`src/rtl/lsu.sv`:
```
// rtl/lsu.sv - load/store unit between a core request port and a single-cycle-latency word dmem
// Sub-word stores use read-modify-write when EN_RMW=1; otherwise they complete as errors.
module lsu #(
  parameter bit EN_RMW = 1'b1
) (
  input  logic        clk,
  input  logic        reset,
  input  logic        req_valid,
  output logic        req_ready,
  input  logic        req_we,
  input  logic [1:0]  req_size,
  input  logic        req_unsigned,
  input  logic [31:0] req_addr,
  input  logic [31:0] req_wdata,
  output logic        resp_valid,
  output logic [31:0] resp_rdata,
  output logic        resp_err,
  output logic        dmem_enable,
  output logic        dmem_WR,
  output logic [31:0] dmem_addr,
  output logic [31:0] dmem_wdata,
  input  logic [31:0] dmem_rdata
);

  typedef enum logic [2:0] {S_IDLE, S_RD, S_CAP, S_WR, S_RESP} state_t;

  state_t      state_q, state_d;
  logic        we_q, we_d;
  logic [1:0]  size_q, size_d;
  logic        uns_q, uns_d;
  logic [31:0] addr_q, addr_d;
  logic [31:0] wdata_q, wdata_d;
  logic        err_q, err_d;
  logic [31:0] merge_q, merge_d;
  logic [31:0] rdata_q, rdata_d;

  logic        req_err;
  logic [4:0]  byte_sh;
  logic [4:0]  half_sh;
  logic [7:0]  rd_byte;
  logic [15:0] rd_half;
  logic [31:0] load_data;
  logic [31:0] lane_mask;
  logic [31:0] lane_data;
  logic [31:0] merged;

  always_ff @(posedge clk or posedge reset) begin
    if (reset) begin
      state_q <= S_IDLE;
      we_q    <= 1'b0;
      size_q  <= 2'b00;
      uns_q   <= 1'b0;
      addr_q  <= 32'h0;
      wdata_q <= 32'h0;
      err_q   <= 1'b0;
      merge_q <= 32'h0;
      rdata_q <= 32'h0;
    end else begin
      state_q <= state_d;
      we_q    <= we_d;
      size_q  <= size_d;
      uns_q   <= uns_d;
      addr_q  <= addr_d;
      wdata_q <= wdata_d;
      err_q   <= err_d;
      merge_q <= merge_d;
      rdata_q <= rdata_d;
    end
  end

  // Misaligned, illegal size, or a sub-word store with no RMW path.
  always_comb begin
    req_err = (req_size == 2'b11)
           || (req_size == 2'b01 && req_addr[0])
           || (req_size == 2'b10 && req_addr[1:0] != 2'b00)
           || (req_we && req_size[1] == 1'b0 && !EN_RMW);
  end

  always_comb begin
    byte_sh   = {addr_q[1:0], 3'b000};
    half_sh   = {addr_q[1], 4'b0000};
    rd_byte   = 8'(dmem_rdata >> byte_sh);
    rd_half   = 16'(dmem_rdata >> half_sh);
    case (size_q)
      2'b00:   load_data = {{24{rd_byte[7] & ~uns_q}}, rd_byte};
      2'b01:   load_data = {{16{rd_half[15] & ~uns_q}}, rd_half};
      default: load_data = dmem_rdata;
    endcase
    if (size_q == 2'b00) begin
      lane_mask = 32'h0000_00ff << byte_sh;
      lane_data = {24'h0, wdata_q[7:0]} << byte_sh;
    end else begin
      lane_mask = 32'h0000_ffff << half_sh;
      lane_data = {16'h0, wdata_q[15:0]} << half_sh;
    end
    merged = (dmem_rdata & ~lane_mask) | (lane_data & lane_mask);
  end

  always_comb begin
    state_d = state_q;
    we_d    = we_q;
    size_d  = size_q;
    uns_d   = uns_q;
    addr_d  = addr_q;
    wdata_d = wdata_q;
    err_d   = err_q;
    merge_d = merge_q;
    rdata_d = rdata_q;
    case (state_q)
      S_IDLE: begin
        if (req_valid) begin
          we_d    = req_we;
          size_d  = req_size;
          uns_d   = req_unsigned;
          addr_d  = req_addr;
          wdata_d = req_wdata;
          err_d   = req_err;
          merge_d = req_wdata;
          if (req_err) begin
            rdata_d = 32'h0;
            state_d = S_RESP;
          end else if (req_we && req_size == 2'b10) begin
            state_d = S_WR;
          end else begin
            state_d = S_RD;
          end
        end
      end
      S_RD:  state_d = S_CAP;
      S_CAP: begin
        if (we_q) begin
          merge_d = merged;
          state_d = S_WR;
        end else begin
          rdata_d = load_data;
          state_d = S_RESP;
        end
      end
      S_WR: begin
        rdata_d = 32'h0;
        state_d = S_RESP;
      end
      S_RESP:  state_d = S_IDLE;
      default: state_d = S_IDLE;
    endcase
  end

  // Outputs depend on state only, so reset drops dmem_enable without waiting for a clock.
  always_comb begin
    req_ready   = (state_q == S_IDLE);
    resp_valid  = (state_q == S_RESP);
    resp_err    = (state_q == S_RESP) && err_q;
    resp_rdata  = rdata_q;
    dmem_enable = (state_q == S_RD) || (state_q == S_WR);
    dmem_WR     = (state_q == S_WR);
    dmem_addr   = dmem_enable ? {2'b00, addr_q[31:2]} : 32'h0;
    dmem_wdata  = dmem_WR ? merge_q : 32'h0;
  end

endmodule
```
`config.mk`:
```
export PLATFORM = sky130hd
export DESIGN_NAME = lsu
export DESIGN_NICKNAME = d
export VERILOG_FILES = /design/src/rtl/lsu.sv
export SDC_FILE = /design/constraint.sdc
export NUM_CORES = 1
export LEC_CHECK = 0
export ABC_AREA = 1
export BUFFER_PORTS_ARGS = -buffer_cell sky130_fd_sc_hd__buf_4
export CAP_MARGIN = 20
export CORE_MARGIN = 1
export CORE_UTILIZATION = 50
export DETAILED_ROUTE_END_ITERATION = 6
export PLACE_DENSITY = 0.88
export SLEW_MARGIN = 20
export SYNTH_ARGS = -nofsm -noshare
export SYNTH_HDL_FRONTEND = slang
export SYNTH_SLANG_ARGS = --single-unit
export TNS_END_PERCENT = 1
```
`constraint.sdc`:
```
create_clock -name clk -period 9.2 [get_ports clk]
set_input_delay 0.46 -clock clk [delete_from_list [all_inputs] [get_ports clk]]
set_output_delay 0.46 -clock clk [all_outputs]
set_load 0.01 [all_outputs]
```
==> impl_metrics.env <==
export IMPL_wl_mm=19.9
export IMPL_fillers=1103
export IMPL_fmax_mhz=371
export IMPL_synthArstFlopShare_pct=100
export IMPL_grt_max_degree=73
export IMPL_ys_ff_latch=120
export IMPL_arrival_ps=3050
export IMPL_period_minus_slack_ps=2690
export IMPL_ys_warn_count=0
export IMPL_root_buffer="clkbuf_16"
export IMPL_rows=41
export IMPL_numCtsBuffers=17
export IMPL_max_slew_margin_pct=35.7
export IMPL_gp_congestion=0.924
export IMPL_clock_skew_ps=7.87
export IMPL_initial_utilization_pct=52.0
export IMPL_final_min_period_over_clock_period_pct=29.3
export IMPL_syn_to_final_growth_pct=30.1
export IMPL_post_drt_wl_per_cell_um=15.3
export IMPL_synth_top_family_by_area="simple AND/OR/NAND/NOR gates"
export IMPL_netlist_instances=945
export IMPL_synth_cell_types=30
export IMPL_ys_seq_area_share_pct=45.0
export IMPL_dieArea_sq_mm=0.0138
export IMPL_final_max_slew_viol_count=0
export IMPL_worst_pin_slew_ps=964
export IMPL_worstSkewPairLatency_ps=420
export IMPL_layoutNonFillerInstCount=1301
export IMPL_hp_class="in2async"
export IMPL_synth_compound_area_share_pct=10.2
export IMPL_viasPerCell=5.21
export IMPL_leakagePower_nw=4.84
export IMPL_drtIter0Drc=654
export IMPL_clk_path_buf_depth=2
export IMPL_post_route_cells_drive_above_1_share_pct=23.9
export IMPL_grtUsageTotal_pct=29.6
export IMPL_place_hpwl_mm=14.6
export IMPL_start_kind="register"
export IMPL_ant_nets=0
export IMPL_power_density_mw_per_mm2=304
export IMPL_post_route_drc_count=0
export IMPL_outcome="finished, final reports clean"
export IMPL_crit_family="buffers and inverters"
export IMPL_peakVddDrop_mv=0.137
export IMPL_cp_num_buf_inv=3
export IMPL_fin_nets=1220
export IMPL_cp_max_fo=41
export IMPL_fin_tns_setup_ps=0
export IMPL_crit_path_end_kind="register"
export IMPL_via_count=6780
export IMPL_antenna_cells=0
export IMPL_max_stage_delay_ps=660
export IMPL_synth_mux_area_share_pct=0
export IMPL_ys_flop_type="dfrtp_1"
export IMPL_yosysTopAreaCell="dfrtp_1"
export IMPL_cap_violations=0
export IMPL_grt_pass1_wl_mm=32.0
export IMPL_yosysMostFrequentCell="nand2_1"
export IMPL_yosys_top_cells_area="dfrtp_1, nand2_1, nor2_1, inv_1, o21ai_0"
export IMPL_postCtsResizedCells=0
export IMPL_path_cells="inv_2 > nand3_2 > inv_2 > nand2_1 > clkinv_1 > o211ai_1 > nand2_1"
export IMPL_syn_area_sq_mm=0.00667
export IMPL_critical_path_class="reg2reg"
export IMPL_setup_violations=0
export IMPL_avgSynthCellArea_sq_um=7.06
export IMPL_clock_sinks=120
export IMPL_portBuffers=201
export IMPL_synth_simple_area_share_pct=33.0
export IMPL_dp_cells=1270
export IMPL_die_h_um=118
export IMPL_synthAdderAreaFrac_pct=0
export IMPL_hold_buffers=0
export IMPL_required_ps=9550
export IMPL_rsz0062_at_grt="false"
export IMPL_drt_pass1_iterations=5
export IMPL_path_clk_slew_ps=60
export IMPL_tritoncts="done"
export IMPL_hold_violations=0
export IMPL_slowest_stage="nand2_1"
export IMPL_synth_top_area_share_pct=45.0
export IMPL_yosys_top_cells_count="nand2_1, nor2_1, dfrtp_1"
export IMPL_htree_levels=4
export IMPL_fp_dieW_um=118
export IMPL_synth_xor_area_share_pct=0
export IMPL_synth_edff_count=0
export IMPL_core_sq_mm=0.0128
export IMPL_antenna_found_initial=0
export IMPL_io_pins=204
export IMPL_grt_ovfl_total=0
export IMPL_post_cts_buffers=0
export IMPL_grt_pass1_vias=6487
-- final cells by class --
class                           count  area [sq um]  area share, %
Clock buffer                       21           460           5.31
Sequential cell                   120          3000           34.6
Timing Repair Buffer              204          1530           17.7
Tap cell                          172           215           2.48
Inverter                          123           469           5.41
Clock inverter                     10           103           1.18
Multi-Input combinational cell    651          2890           33.3
-- worst paths after layout --
check | start | to | slack, ps | cells after the start
worst max-delay path | state_q[2] | resp_rdata[3] | 6510 | 7
worst max register to register | state_q[2] | resp_rdata[3] | 6510 | 7
worst min-delay path | reset | addr_q[18] | 230 | 2
worst min register to register | resp_rdata[6] | resp_rdata[6] | 470 | 2
max in group asynchronous | reset | merge_q[16] | 7830 | 3
min in group clk | req_wdata[12] | wdata_q[12] | 250 | 3
-- cells in the final DEF (no fill, tap or decap), types with 2 or more instances in the layout --
master and n:
nand2_1 288, buf_4 204, nor2_1 123, dfrtp_1 120, inv_1 112, o21ai_0 82
nand3_1 53, a21oi_1 47, nand4_1 21, clkbuf_16 17, nand2_2 8, or2_2 7
inv_2 7, clkinv_2 7, o211ai_1 4, nand2_4 4, inv_4 3, nor2_4 3
nor3_1 2, conb_1 2, clkbuf_1 2, bufinv_16 2, clkbuf_8 2
-- through the flow --
step | instance area, sq um | total power [mW] | setup WS, ps | utilization, % | hold WS, ps
final | 8670 | 2.64 | 6510 | 67.6 | 227
after global routing | 8670 | 2.82 | 6240 | 67.6 | 250
after CTS | 8670 | 2.62 | 6550 | 67.6 | 236
after detailed placement | 8110 | 1.98 | 6550 | 63.2 | 461
after global placement | 8110 | 1.95 | 6680 | 63.2 | 458
after floorplan | 6670 | 1.68 | 5550 | - | 449
-- cell families after synthesis --
logic type      Yosys count
simple gates            515
buf+inv                 175
compound gates          134
flops                   120
other cells               1
-- routing by layer --
metal	part of all wire (%)	up-vias	track usage [%]
li1	-	3274	-
met1	41	3067	36.8
met2	45	386	46.5
met3	11	53	10.2
met4	3.2	0	13.5
met5	0	-	0
-- where the power goes --
group	leakage (nW)	switching, mW	total (mW)	internal (mW)
combinational	3.06	0.698	1.07	0.367
sequential	1.50	0.179	0.935	0.756
clock	0.282	0.230	0.637	0.407
total	4.84	1.11	2.64	1.53
-- worst reg2reg max path, cell delays in order (launching register included) --
cell	delay (ps)
dfrtp_1	430
inv_2	120
nand3_2	250
inv_2	560
nand2_1	660
clkinv_1	380
o211ai_1	140
nand2_1	90
-- flip-flops by register name, summed over array words and instances, names as in the netlist --
signal and count:
resp_rdata 32, size_q 2, state_q 3, uns_q 1, we_q 1, addr_q 32, wdata_q 16, err_q 1
merge_q 32
Power figures use the tool's default switching activity.
